`src/rtl/imem_arb_pkg.sv`:
```
// Shared types and defaults for the instruction-memory arbiter.
package imem_arb_pkg;

    typedef enum logic [1:0] {
        ARB        = 2'd0,
        LOCK_DRAIN = 2'd1,
        LOCKED     = 2'd2
    } arb_state_t;

    typedef enum logic {
        PORT_FETCH  = 1'b0,
        PORT_LOADER = 1'b1
    } port_t;

    localparam int unsigned MEM_BYTES_DEF   = 4096;
    localparam int unsigned DEPTH_WORDS_DEF = 1024;
    localparam logic [31:0] ERR_RDATA       = 32'h0;

    // An access reaches the memory only if it is in range and word aligned.
    function automatic logic addr_ok(input logic [31:0] addr, input int unsigned mem_bytes);
        return (addr < mem_bytes) && (addr[1:0] == 2'b00);
    endfunction

endpackage

```
`src/rtl/rr_arb2.sv`:
```
// Two-requester grant (bit 0 = fetch, bit 1 = loader) with per-requester enable mask.
// IMEM_ARB_FIXED_PRIO_EN: fetch always wins and no last-grant pointer exists.
module rr_arb2
    import imem_arb_pkg::*;
(
    input  logic       clk_i,
    input  logic       rst_i,
    input  logic [1:0] req_i,
    input  logic [1:0] en_i,
    output logic [1:0] gnt_o
);

    logic [1:0] req_m;
    assign req_m = req_i & en_i;

`ifdef IMEM_ARB_FIXED_PRIO_EN
    assign gnt_o = {req_m[1] & ~req_m[0], req_m[0]};
`else
    port_t last_reg, last_next;

    always_comb begin
        gnt_o     = req_m;
        last_next = last_reg;
        if (req_m == 2'b11) begin
            gnt_o = (last_reg == PORT_LOADER) ? 2'b01 : 2'b10;
        end
        if (gnt_o[0]) begin
            last_next = PORT_FETCH;
        end else if (gnt_o[1]) begin
            last_next = PORT_LOADER;
        end
    end

    // Pointer starts at the loader so fetch wins the first contention.
    always_ff @(posedge clk_i) begin
        if (!rst_i) begin
            last_reg <= PORT_LOADER;
        end else begin
            last_reg <= last_next;
        end
    end
`endif

endmodule

```
`src/rtl/imem_arbiter.sv`:
```
// Shares a single-port instruction memory between fetch and loader, with a loader lock FSM.
// Arbitration policy depends on IMEM_ARB_FIXED_PRIO_EN (see rr_arb2).
module imem_arbiter
    import imem_arb_pkg::*;
#(
    parameter int unsigned MEM_BYTES   = MEM_BYTES_DEF,
    parameter int unsigned DEPTH_WORDS = DEPTH_WORDS_DEF
) (
    input  logic                           clk_i,
    input  logic                           rst_i,
    input  logic                           f_req_i,
    input  logic [31:0]                    f_addr_i,
    output logic                           f_gnt_o,
    output logic                           f_rvalid_o,
    output logic [31:0]                    f_rdata_o,
    output logic                           f_err_o,
    input  logic                           l_req_i,
    input  logic                           l_we_i,
    input  logic [31:0]                    l_addr_i,
    input  logic [31:0]                    l_wdata_i,
    input  logic                           l_lock_i,
    output logic                           l_gnt_o,
    output logic                           l_rvalid_o,
    output logic [31:0]                    l_rdata_o,
    output logic                           l_err_o,
    output logic                           l_locked_o,
    output logic                           mem_en_o,
    output logic                           mem_we_o,
    output logic [$clog2(DEPTH_WORDS)-1:0] mem_addr_o,
    output logic [31:0]                    mem_wdata_o,
    input  logic [31:0]                    mem_rdata_i
);

    localparam int AW = $clog2(DEPTH_WORDS);

    arb_state_t  state_reg, state_next;
    logic        rsp_valid_reg;
    port_t       rsp_owner_reg;
    logic        rsp_err_reg;
    logic        rsp_we_reg;

    logic [1:0]  req;
    logic [1:0]  gnt;
    logic        any_gnt;
    logic [31:0] addr;
    logic        ok;
    logic        rsp_live;
    logic [31:0] rsp_rdata;

    // Requests are masked while reset is held so nothing is granted in a reset cycle.
    assign req = {l_req_i, f_req_i} & {2{rst_i}};

    rr_arb2 u_rr_arb2 (
        .clk_i (clk_i),
        .rst_i (rst_i),
        .req_i (req),
        .en_i  ({1'b1, state_reg == ARB}),
        .gnt_o (gnt)
    );

    assign f_gnt_o = gnt[0];
    assign l_gnt_o = gnt[1];
    assign any_gnt = |gnt;
    assign addr    = gnt[1] ? l_addr_i : f_addr_i;
    assign ok      = addr_ok(addr, MEM_BYTES);

    assign mem_en_o    = any_gnt && ok;
    assign mem_we_o    = gnt[1] && ok && l_we_i;
    assign mem_addr_o  = mem_en_o ? addr[AW+1:2] : '0;
    assign mem_wdata_o = mem_we_o ? l_wdata_i : '0;

    // Drain is needed only when a response is in flight at the moment lock is requested.
    always_comb begin
        state_next = state_reg;
        case (state_reg)
            ARB:        if (l_lock_i) state_next = any_gnt ? LOCK_DRAIN : LOCKED;
            LOCK_DRAIN: state_next = l_lock_i ? LOCKED : ARB;
            LOCKED:     if (!l_lock_i) state_next = ARB;
            default:    state_next = ARB;
        endcase
    end

    always_ff @(posedge clk_i) begin
        if (!rst_i) begin
            state_reg     <= ARB;
            rsp_valid_reg <= 1'b0;
            rsp_owner_reg <= PORT_FETCH;
            rsp_err_reg   <= 1'b0;
            rsp_we_reg    <= 1'b0;
        end else begin
            state_reg     <= state_next;
            rsp_valid_reg <= any_gnt;
            rsp_owner_reg <= gnt[1] ? PORT_LOADER : PORT_FETCH;
            rsp_err_reg   <= any_gnt && !ok;
            rsp_we_reg    <= gnt[1] && l_we_i;
        end
    end

    // Gating with rst_i keeps an in-flight response from surfacing during a reset cycle.
    assign rsp_live  = rsp_valid_reg && rst_i;
    assign rsp_rdata = rsp_err_reg ? ERR_RDATA : (rsp_we_reg ? 32'h0 : mem_rdata_i);

    assign f_rvalid_o = rsp_live && (rsp_owner_reg == PORT_FETCH);
    assign f_rdata_o  = f_rvalid_o ? rsp_rdata : 32'h0;
    assign f_err_o    = f_rvalid_o && rsp_err_reg;
    assign l_rvalid_o = rsp_live && (rsp_owner_reg == PORT_LOADER);
    assign l_rdata_o  = l_rvalid_o ? rsp_rdata : 32'h0;
    assign l_err_o    = l_rvalid_o && rsp_err_reg;
    assign l_locked_o = (state_reg == LOCKED) && rst_i;

endmodule
```
`config.mk`:
```
export PLATFORM = sky130hd
export DESIGN_NAME = imem_arbiter
export DESIGN_NICKNAME = d
export VERILOG_FILES = /design/src/rtl/imem_arb_pkg.sv /design/src/rtl/rr_arb2.sv /design/src/rtl/imem_arbiter.sv
export SDC_FILE = /design/constraint.sdc
export NUM_CORES = 1
export LEC_CHECK = 0
export ABC_AREA = 1
export CAP_MARGIN = 30
export CORE_AREA = 5 5 94 96
export DETAILED_ROUTE_END_ITERATION = 8
export DIE_AREA = 0 0 99 101
export GPL_TIMING_DRIVEN = 0
export PLACE_DENSITY = 0.73
export REMOVE_ABC_BUFFERS = 1
export SYNTH_ARGS = -nofsm -noshare
export SYNTH_HDL_FRONTEND = slang
export SYNTH_HIERARCHICAL = 1
export SYNTH_SLANG_ARGS = --single-unit
```
`constraint.sdc`:
```
create_clock -name clk_i -period 2.5 [get_ports clk_i]
set_input_delay 0.5 -clock clk_i [delete_from_list [all_inputs] [get_ports clk_i]]
set_output_delay 0.5 -clock clk_i [all_outputs]
set_load 0.005 [all_outputs]
```
==> results.toml, run 1 <==
[outcome]
outcome = "finished with violations"
violations = "negative setup slack"

[detailed_routing]
routed_wl_um = 12900
drt-vias-per-instance = 4.457
vias = 3258
drc = 0
first_iter_violations = 84
routedWlPerCell_um = 17.65
drt-pass1-iter-count = 4
antenna_left = 0

[yosys]
synthTopCellsByArea = "nor3_1 23%, inv_1 21%, nor2_1 16%"
yosysWarnings = 6
synth_mux_area_share_pct = 6.628
yosys-top-cells-count = "86 x inv_1, 70 x nor3_1, 63 x nor2_1, 20 x nand2_1, 11 x nor2_2"
async_reset_ff_share_pct = 0
synth.distinct_cells = 20
synth_top_family_by_area = "simple AND/OR/NAND/NOR gates"
synth_edf_count = 0
yosys.area_share.simple_pct = 54.18
synth_adder_area_share_pct = 0
syn_area_um2 = 1510
ys_seq_elements = 7
synth_ff_type = "dfxtp_1"
post-synth-top-count-cell = "inv_1"
synth_xor_area_share_pct = 0
synth_cells = 302
ys_seq_area_share_pct = 9.279
yosysTopAreaCellShare_pct = 23.20
yosys.area.top_type = "nor3_1"
synth_compound_area_share_pct = 0.4971
syn_avg_cell_area_um2 = 5.001

[place]
hpwl_um = 7334
globalplace.congestion = 0.8227
dp.cells = 637
port_buffers = 248

[clock_network]
cts_root_buffer = "clkbuf_8"
cts_buffers = 3
cts_max_path_buffers = 2
cts_hold_buf = 0
ctsHtreeMaxLevel = 1
insertion_delay_ns = 0.24
clock_sink_count = 7
clkTransAtPathRegs_ns = 0.04
cts_tree = "yes"

[cells_and_area]
syn2layout_area_growth_pct = 259.6
nNetsFinal = 761
largest_reg_flops = 2
stdcell_count = 731
diodes = 0
drive_gt1_share_pct = 35.62

[worst_setup_path]
cp_common_cell = "buf_6"
crit_required_ns = 2.00
crit_fanout = 8
cpPeakStageDelay_ns = 0.17
reg2reg_setup_slack_ns = 0.65
crit_type = "in -> out"
cp.arrival_ns = 2.33
slowest_stage = "clkinvlp_4"
critPathLaunchType = "primary input"
cp-end-kind = "output port"
crit_chain = "buf_12 > nand2_4 > inv_2 > nand3_2 > nand2_4 > clkinvlp_4 > nor2_1 > nand3b_1 > nand2_1 > nand2_2 > nor2_4 > buf_12 > nand3_4 > buf_6 > buf_6 > nor2_4 > buf_6"

[grt]
grt_antenna_before_repair = 0
grt_util_all_layers_pct = 19.69
grt_pass1_vias = 3284
grt_max_degree = 65
grt_pass1_wl_um = 15790
grt_overflow_total = 0

[die]
dieWidth_um = 99
initial_utilization_pct = 18.95
core-area_um2 = 7969
fp.dieH_um = 101
die-area_um2 = 9999
io_pins = 249
num_rows = 33

[power]
power_mw = 0.7641
leakage_nw = 3.581
power_density_nw_per_um2 = 140.7
peakVddDrop_mv = 0.1184

[timing]
rsz0062_at_grt = "yes"
finalHoldViolCount = 0
drv_slew = 0
relSlewSlack_pct = 55.55
fin_crit_sh_pct = 113.1
tightest_slew_ns = 0.6667
clock_skew_ns = 0.002355
hold_ws_ns = 0.5573
period_needed_ns = 2.827
fin_ws_ns = -0.3268
fmax_mhz = 353.8
setup_viol = 44

[run]
cap_violations = 0

[worst_hold_path]
hold_class = "reg -> reg"
[layer usage]
metal | GRT usage [%] | share of wire (%) | vias up
met2 | 39.88 | 54 | 209
met4 | 6.408 | 4.8 | 0
li1 | - | - | 1557
met3 | 6.713 | 8.8 | 47
met5 | 0 | 0 | -
met1 | 18.10 | 32 | 1445
[metrics by stage]
step	setup WS (ns)	cell area [µm²]	util, %	setup TNS [ns]
4_1_cts	-0.3512	4806	60.31	-12.51
3_3_place_gp	-1.791	4014	50.37	-124.45
5_1_grt	-0.4351	5430	68.14	-15.78
2_1_floorplan	-0.1999	1400	-	-7.828
3_5_place_dp	-1.821	4014	50.37	-127.04
6_report	-0.3268	5430	68.14	-11.26
[cell families after synthesis]
family          Yosys count
compound gates            1
simple gates            177
buf+inv                 106
mux                      10
flops                     7
other cells               1
[layout by cell type, fill, tap and decap left out, types with 3 or more instances in the layout]
cell type        Yosys  routed
nand3_1              7       3
buf_12               0       5
nor3_1              70      63
clkdlybuf4s50_1      0     134
dlymetal6s2s_1       0      64
clkinvlp_4           0       7
nor2_2              11      13
nand3_4              1       7
inv_2                1       7
buf_2                4      27
nor3_2               0       5
inv_1               86      75
mux2i_1             10      10
dfxtp_1              7       4
nor2_4               0      33
clkbuf_8             0       3
buf_6                5      61
nand3_2              0       3
buf_4                0      36
nor2_1              63      28
dfxtp_2              0       3
nand2_1             20      14
nand2_4              0       4
[layout make-up]
| cell class | instances | area (µm²) |
|---|---|---|
| timing repair buffer | 330 | 3353 |
| fill | 611 | 2539 |
| multi-input combinational | 195 | 1386 |
| inverter | 87 | 346.6 |
| sequential | 7 | 143.9 |
| tap | 105 | 131.4 |
| clock buffer | 3 | 41.29 |
| timing repair inverter | 3 | 22.52 |
| clock inverter | 1 | 5.005 |
[what timing repair did]
action | CTS | global route
endpoints found under the setup margin | 114 | 107
buffers inserted | 70 | 19
gates resized for setup | 273 | 170
gates cloned | 8 | 0
pin swaps | 35 | 26
[power by group]
group	total, mW	switching (mW)	internal [mW]
sequential	0.124	0.00577	0.118
combinational	0.472	0.180	0.292
clock	0.168	0.0592	0.109
total	0.764	0.245	0.519
[critical path: cells and delay by family]
kind	cells	cell delay (ns)
buf+inv	7	0.85
simple gates	10	0.94
[path summary, 6_finish.rpt]
check	from	to	cells after the start
worst max-delay path	rst_i	mem_wdata_o[0]	17
worst min-delay path	state_reg[1]	state_reg[1]	3
worst max register to register	state_reg[1]	state_reg[1]	12
worst min register to register	state_reg[1]	state_reg[1]	3
(Power assumes the default switching activity.)
==> run 2: changes to the inputs <==
--- a/config.mk
+++ b/config.mk
@@ -6,7 +6,6 @@
 export NUM_CORES = 1
 export LEC_CHECK = 0
 export ABC_AREA = 1
-export CAP_MARGIN = 30
 export CORE_AREA = 5 5 94 96
 export DETAILED_ROUTE_END_ITERATION = 8
 export DIE_AREA = 0 0 99 101
==> results of run 2 <==
No change in the layout: final DEF, timing and power equal those of run 1.
